==> src/rtl/low_freq_meter_param_amisha.sv <==
// +----------------------------------------------------------------------------+
// | low_freq_meter_param_amisha: period-based low-frequency meter with BCD out |
// | Optional watchdog: LFM_TIMEOUT_EN.  Rev 1.0                                |
// +----------------------------------------------------------------------------+
`default_nettype none
`timescale 1ns/1ps

module low_freq_meter_param_amisha #(
  parameter int CLK_HZ      = 50_000_000,
  parameter int TICK_HZ     = 1_000_000,
  parameter int NUM_PERIODS = 1,
  parameter int DIGITS      = 4,
  parameter int CNT_W       = 24,
  parameter int TIMEOUT_TK  = 2_000_000
) (
  input  logic                  clk_amisha,
  input  logic                  reset_amisha,
  input  logic                  start_amisha,
  input  logic                  si_amisha,
  output logic                  busy_amisha,
  output logic                  done_tick_amisha,
  output logic                  ovf_amisha,
  output logic                  tmo_amisha,
  output logic [4*DIGITS-1:0]   bcd_amisha
);

  localparam int          PRESC    = CLK_HZ / TICK_HZ;
  localparam int          PS_W     = (PRESC > 1) ? $clog2(PRESC) : 1;
  localparam longint      DIVIDEND = longint'(TICK_HZ) * NUM_PERIODS;
  localparam int          DIV_W    = $clog2(DIVIDEND + 1);
  localparam int          STEP_W   = $clog2(DIV_W + 1);
  localparam int          IDX_W    = $clog2(NUM_PERIODS) + 1;
  localparam logic [63:0] BCD_LIMIT = 64'(10 ** DIGITS);

  localparam logic [2:0] S_IDLE  = 3'd0;
  localparam logic [2:0] S_WAIT  = 3'd1;
  localparam logic [2:0] S_COUNT = 3'd2;
  localparam logic [2:0] S_DIV   = 3'd3;
  localparam logic [2:0] S_BCD   = 3'd4;
  localparam logic [2:0] S_DONE  = 3'd5;

  logic [2:0]          state;
  logic                s1, s2, s3;
  logic [PS_W-1:0]     presc;
  logic [CNT_W-1:0]    cnt;
  logic [IDX_W-1:0]    idx;
  logic [CNT_W-1:0]    rem;
  logic [DIV_W-1:0]    quo;
  logic [STEP_W-1:0]   step;
  logic [4*DIGITS-1:0] dd;
  logic [4*DIGITS-1:0] dd_adj;
  logic [4*DIGITS-1:0] dd_next;
  logic [4*DIGITS-1:0] bcd;
  logic                ovf;
  logic                sat;

  logic                si_rise;
  logic                tick;
  logic [CNT_W:0]      trial;
  logic                ge;
  logic [CNT_W-1:0]    diff;
  logic                shift_in;
  logic [DIV_W-1:0]    shifted;
  logic                last_step;
  logic                force_zero;

  assign si_rise    = s2 & ~s3;
  assign tick       = (presc == PS_W'(PRESC - 1));
  assign trial      = {rem, quo[DIV_W-1]};
  assign ge         = (trial >= {1'b0, cnt});
  assign diff       = trial[CNT_W-1:0] - cnt;
  assign shift_in   = (state == S_DIV) ? ge : 1'b0;
  assign last_step  = (step == STEP_W'(DIV_W - 1));
  assign force_zero = ovf | (cnt == '0);

  // quo doubles as dividend shifter in DIV and quotient shifter in BCD
  if (DIV_W > 1) begin : g_shift_wide
    assign shifted = {quo[DIV_W-2:0], shift_in};
  end else begin : g_shift_bit
    assign shifted = shift_in;
  end

  always_comb begin
    dd_adj = dd;
    for (int i = 0; i < DIGITS; i++) begin
      if (dd[4*i +: 4] >= 4'd5) dd_adj[4*i +: 4] = dd[4*i +: 4] + 4'd3;
    end
  end
  assign dd_next = {dd_adj[4*DIGITS-2:0], quo[DIV_W-1]};

`ifdef LFM_TIMEOUT_EN
  logic [31:0] wd;
  logic        tmo;
`endif

  always_ff @(posedge clk_amisha) begin
    if (!reset_amisha) begin
      state <= S_IDLE;
      s1    <= 1'b0;
      s2    <= 1'b0;
      s3    <= 1'b0;
      presc <= '0;
      cnt   <= '0;
      idx   <= '0;
      rem   <= '0;
      quo   <= '0;
      step  <= '0;
      dd    <= '0;
      bcd   <= '0;
      ovf   <= 1'b0;
      sat   <= 1'b0;
`ifdef LFM_TIMEOUT_EN
      wd    <= '0;
      tmo   <= 1'b0;
`endif
    end else begin
      s1 <= si_amisha;
      s2 <= s1;
      s3 <= s2;

      if ((state == S_WAIT && si_rise) || tick) presc <= '0;
      else                                      presc <= presc + PS_W'(1);

      case (state)
        S_IDLE: begin
          if (start_amisha) begin
            state <= S_WAIT;
            ovf   <= 1'b0;
            sat   <= 1'b0;
`ifdef LFM_TIMEOUT_EN
            tmo   <= 1'b0;
`endif
          end
        end
        S_WAIT: begin
          if (si_rise) begin
            state <= S_COUNT;
            cnt   <= '0;
            idx   <= '0;
          end
        end
        S_COUNT: begin
          if (tick) begin
            if (&cnt) ovf <= 1'b1;
            else      cnt <= cnt + CNT_W'(1);
          end
          if (si_rise) begin
            if (idx == IDX_W'(NUM_PERIODS - 1)) begin
              state <= S_DIV;
              rem   <= '0;
              quo   <= DIV_W'(DIVIDEND);
              step  <= '0;
            end else begin
              idx <= idx + IDX_W'(1);
            end
          end
        end
        S_DIV: begin
          rem  <= ge ? diff : trial[CNT_W-1:0];
          quo  <= shifted;
          step <= step + STEP_W'(1);
          if (last_step) begin
            state <= S_BCD;
            step  <= '0;
            dd    <= '0;
            if (force_zero) begin
              quo <= '0;
            end else if (64'(shifted) >= BCD_LIMIT) begin
              sat <= 1'b1;
              ovf <= 1'b1;
            end
          end
        end
        S_BCD: begin
          dd   <= dd_next;
          quo  <= shifted;
          step <= step + STEP_W'(1);
          if (last_step) begin
            state <= S_DONE;
            bcd   <= sat ? {DIGITS{4'h9}} : dd_next;
          end
        end
        S_DONE:  state <= S_IDLE;
        default: state <= S_IDLE;
      endcase

`ifdef LFM_TIMEOUT_EN
      // watchdog overrides the FSM when si goes quiet
      if (state == S_WAIT || state == S_COUNT) begin
        if (si_rise) begin
          wd <= '0;
        end else if (tick) begin
          if (wd == 32'(TIMEOUT_TK - 1)) begin
            wd    <= '0;
            tmo   <= 1'b1;
            bcd   <= '0;
            state <= S_DONE;
          end else begin
            wd <= wd + 32'd1;
          end
        end
      end else begin
        wd <= '0;
      end
`endif
    end
  end

  assign busy_amisha      = (state != S_IDLE) && (state != S_DONE);
  assign done_tick_amisha = (state == S_DONE);
  assign ovf_amisha       = ovf;
  assign bcd_amisha       = bcd;
`ifdef LFM_TIMEOUT_EN
  assign tmo_amisha       = tmo;
`else
  // constant 0; the comparison only keeps TIMEOUT_TK referenced
  assign tmo_amisha       = (TIMEOUT_TK < 0);
`endif

endmodule

`default_nettype wire

==> config.mk <==
export PLATFORM = sky130hd
export DESIGN_NAME = low_freq_meter_param_amisha
export DESIGN_NICKNAME = d
export VERILOG_FILES = /design/src/rtl/low_freq_meter_param_amisha.sv
export SDC_FILE = /design/constraint.sdc
export NUM_CORES = 1
export LEC_CHECK = 0
export BUFFER_PORTS_ARGS = -buffer_cell sky130_fd_sc_hd__buf_2
export CAP_MARGIN = 25
export CORE_ASPECT_RATIO = 1.25
export CORE_MARGIN = 8
export CORE_UTILIZATION = 45
export CTS_CLUSTER_DIAMETER = 50
export DETAILED_ROUTE_END_ITERATION = 6
export GPL_TIMING_DRIVEN = 0
export PLACE_DENSITY = 0.66
export SLEW_MARGIN = 10
export SYNTH_ARGS = -nofsm -noshare
export SYNTH_HDL_FRONTEND = slang
export SYNTH_SLANG_ARGS = --single-unit
==> constraint.sdc <==
create_clock -name clk_amisha -period 4.15 [get_ports clk_amisha]
set_input_delay 0.6225 -clock clk_amisha [delete_from_list [all_inputs] [get_ports clk_amisha]]
set_output_delay 0.6225 -clock clk_amisha [all_outputs]
set_load 0.02 [all_outputs]
==> metrics <==
Post-CTS Setup Repair Bufs 0; Die W between 100 and 150 um; Slew Limit Fails 0; CP max FO 10; IO Port Bufs 22; first-pass GRT wire length between 20000 and 30000 um; WL/cell approximately 16 um; Post-DP Area 6920 um^2; RePlAce Congestion 0.850; crit end category flop; final cycle utilization of the critical path 0.753; share of cells above drive strength 1 0.0888; Nets 896; proportion of synthesized chip area in sequential cells 0.362; antenna viol nets, final 0; Root Buffer clkbuf_16; TritonCTS Sinks 119; Design Area, Final 7560 um^2; RSZ-0062 raised after global routing false; fin crit period 3.13 ns; Max Clock Skew around 0.01 ns; final hold vios 0; status complete, no violations; grt total ovfl 0; Iter 0 DRT Violations 300; CP Class flop to flop; Synth Area per Inst 8.10 um^2; Post-CTS Resized 0; max_slew headroom 0.558; Die Span Y 151 um; Initial Utilization 0.459; clock buffer depth 2; count of hold-fix buffers inserted at cts 0; Main synth FF type dfxtp_1; half-perimeter wire length after placement 12000 um; WL final 16400 um; Clock H-tree levels 4; initial antenna violation count 0; Die Area about 19000 um^2; Worst setup SP type flop; drt via density ~5.6; I/O Pins 24; CTS tree done; cell count after synthesis 813; r2r setup slk 1.02 ns; MaxCap Viol Count 0; DRT Pass-1 Iters 5; Yosys warning total 0; DR vias 5836; worst path arrival time approximately 3.4 ns; Core Region 14300 um^2; Worst-Margin Slew 0.646 ns; Mapped Area ~6600 um^2; largest net degree at the start of global routing 17; endpoints failing setup 0; clock latency on the worst-skew pair 0.42 ns; Hold Slack between 0.4 and 0.5 ns; Synthesized Nets 855; DRC 0; ys async rst share 0; hold crit path type input port to flop; Yosys cell types 74; Lkg Pwr 3.06 nW; Total GRT Usage 0.182; # diodes 0; Achievable Freq 0.320 GHz; Layout area overhead 14.8%; pwr dens roughly 370 nW/um^2; number of cell rows a little under 50; Reg clk slew, reported paths 0.06 ns; Num CTS Buffers 17; Synth Register Bits 119; EDFF count, synth 0; worst path required time 4.44 ns; Peak VDD IR approximately 340 uV; TNS Setup 0 ns; vias in the first global route 5475
-- critical path, stage by stage, from the launching register on --
cell      delay (ns)
dfxtp_1         0.47
inv_1           0.08
ha_1            0.37
a21o_1          0.21
or3_1           0.35
o221ai_2        0.26
a31oi_4         0.15
o211ai_4        0.30
nand2_2         0.20
buf_2           0.32
mux2i_1         0.19
o21ai_0         0.09
-- routing by layer --
metal  track usage  routed length [um]
met1         0.206                7040
met2         0.317                8320
met3        0.0448                 633
met4        0.0787                 379
met5             0                   0
-- power by group --
| part | internal (W) | leakage, nW | switching, W |
|---|---|---|---|
| Combinational | 0.0000250 | 1.79 | 0.0000575 |
| Clock | 0.00105 | 0.306 | 0.000538 |
| Sequential | 0.00115 | 0.960 | 0.00000833 |
-- cell usage in the layout, fill, tap and decap left out, drive strengths merged, types with 9 or more instances in the layout --
| cell type | n |
|---|---|
| clkbuf | 47 |
| o21ai | 58 |
| nor2 | 114 |
| a21oi | 43 |
| inv | 46 |
| ha | 37 |
| nor3 | 29 |
| nand2 | 69 |
| and2 | 12 |
| mux2i | 14 |
| dfxtp | 119 |
| nand3 | 20 |
| xnor2 | 37 |
| nand2b | 16 |
| nand4 | 12 |
| nor4 | 11 |
| nor2b | 9 |
| xor2 | 11 |
| or3 | 11 |
| a22oi | 35 |
| buf | 30 |
-- per-stage QoR --
step | util | cells | power (W) | setup WS [ns]
final | 0.527 | 1045 | 0.00283 | 1.02
after CTS | 0.527 | 1045 | 0.00286 | 1.03
after global routing | 0.527 | 1045 | 0.00292 | 0.847
after global placement | 0.482 | 1013 | 0.00127 | 1.08
after floorplan | - | 813 | 0.00124 | 1.56
after detailed placement | 0.482 | 1013 | 0.00127 | 1.05
-- layout make-up --
cell class                      count  area [um^2]
Timing Repair Buffer               22          110
Fill cell                        1394         6790
Multi-Input combinational cell    615         3880
Tap cell                          178          223
Sequential cell                   119         2380
Buffer                             34          150
Inverter                           45          169
Clock inverter                     11          170
Clock buffer                       21          470
-- registers in the layout, summed over array words and instances (netlist names) --
register    flops
dd             16
step            5
s2              1
s1              1
state           3
cnt            24
presc           6
rem            24
ovf_amisha      1
s3              1
quo            20
sat             1
bcd_amisha     16
-- worst paths after layout --
path                  start     end  depth (start not counted)
setup / recovery     cnt[4]  rem[7]                         11
hold / removal    si_amisha      s1                          2
setup reg to reg     cnt[4]  rem[7]                         11
hold reg to reg          s1      s2                          1
-- kinds of logic after synthesis --
family,synth area share
simple gates,0.237
buf+inv,0.0485
xor+xnor,0.0639
flops,0.362
compound gates,0.192
mux,0.0230
fa+ha+maj,0.0734
other cells,0.000570
-- synth_stat cells, types with 3 or more instances --
| cell | instances | area, um^2 |
|---|---|---|
| a211oi_1 | 5 | 37.5 |
| a21o_1 | 5 | 37.5 |
| a21oi_1 | 42 | 210 |
| a22oi_1 | 35 | 263 |
| a31oi_1 | 3 | 18.8 |
| a32oi_1 | 5 | 43.8 |
| and2_1 | 10 | 62.6 |
| and3_1 | 4 | 25.0 |
| buf_2 | 5 | 25.0 |
| clkbuf_1 | 25 | 93.8 |
| dfxtp_1 | 119 | 2380 |
| ha_1 | 37 | 463 |
| inv_1 | 45 | 169 |
| mux2i_1 | 14 | 140 |
| nand2_1 | 68 | 255 |
| nand2b_1 | 16 | 100 |
| nand3_1 | 20 | 100 |
| nand4_1 | 11 | 68.8 |
| nor2_1 | 114 | 428 |
| nor2b_1 | 9 | 56.3 |
| nor3_1 | 27 | 135 |
| nor4_1 | 9 | 56.3 |
| o211ai_1 | 3 | 22.5 |
| o21a_1 | 4 | 30.0 |
| o21ai_0 | 57 | 285 |
| o31a_1 | 3 | 26.3 |
| o31ai_1 | 4 | 30.0 |
| or3_1 | 11 | 68.8 |
| or4_1 | 3 | 22.5 |
| xnor2_1 | 37 | 324 |
| xor2_1 | 11 | 96.3 |
Note: power is estimated with default switching activity, not from simulation.
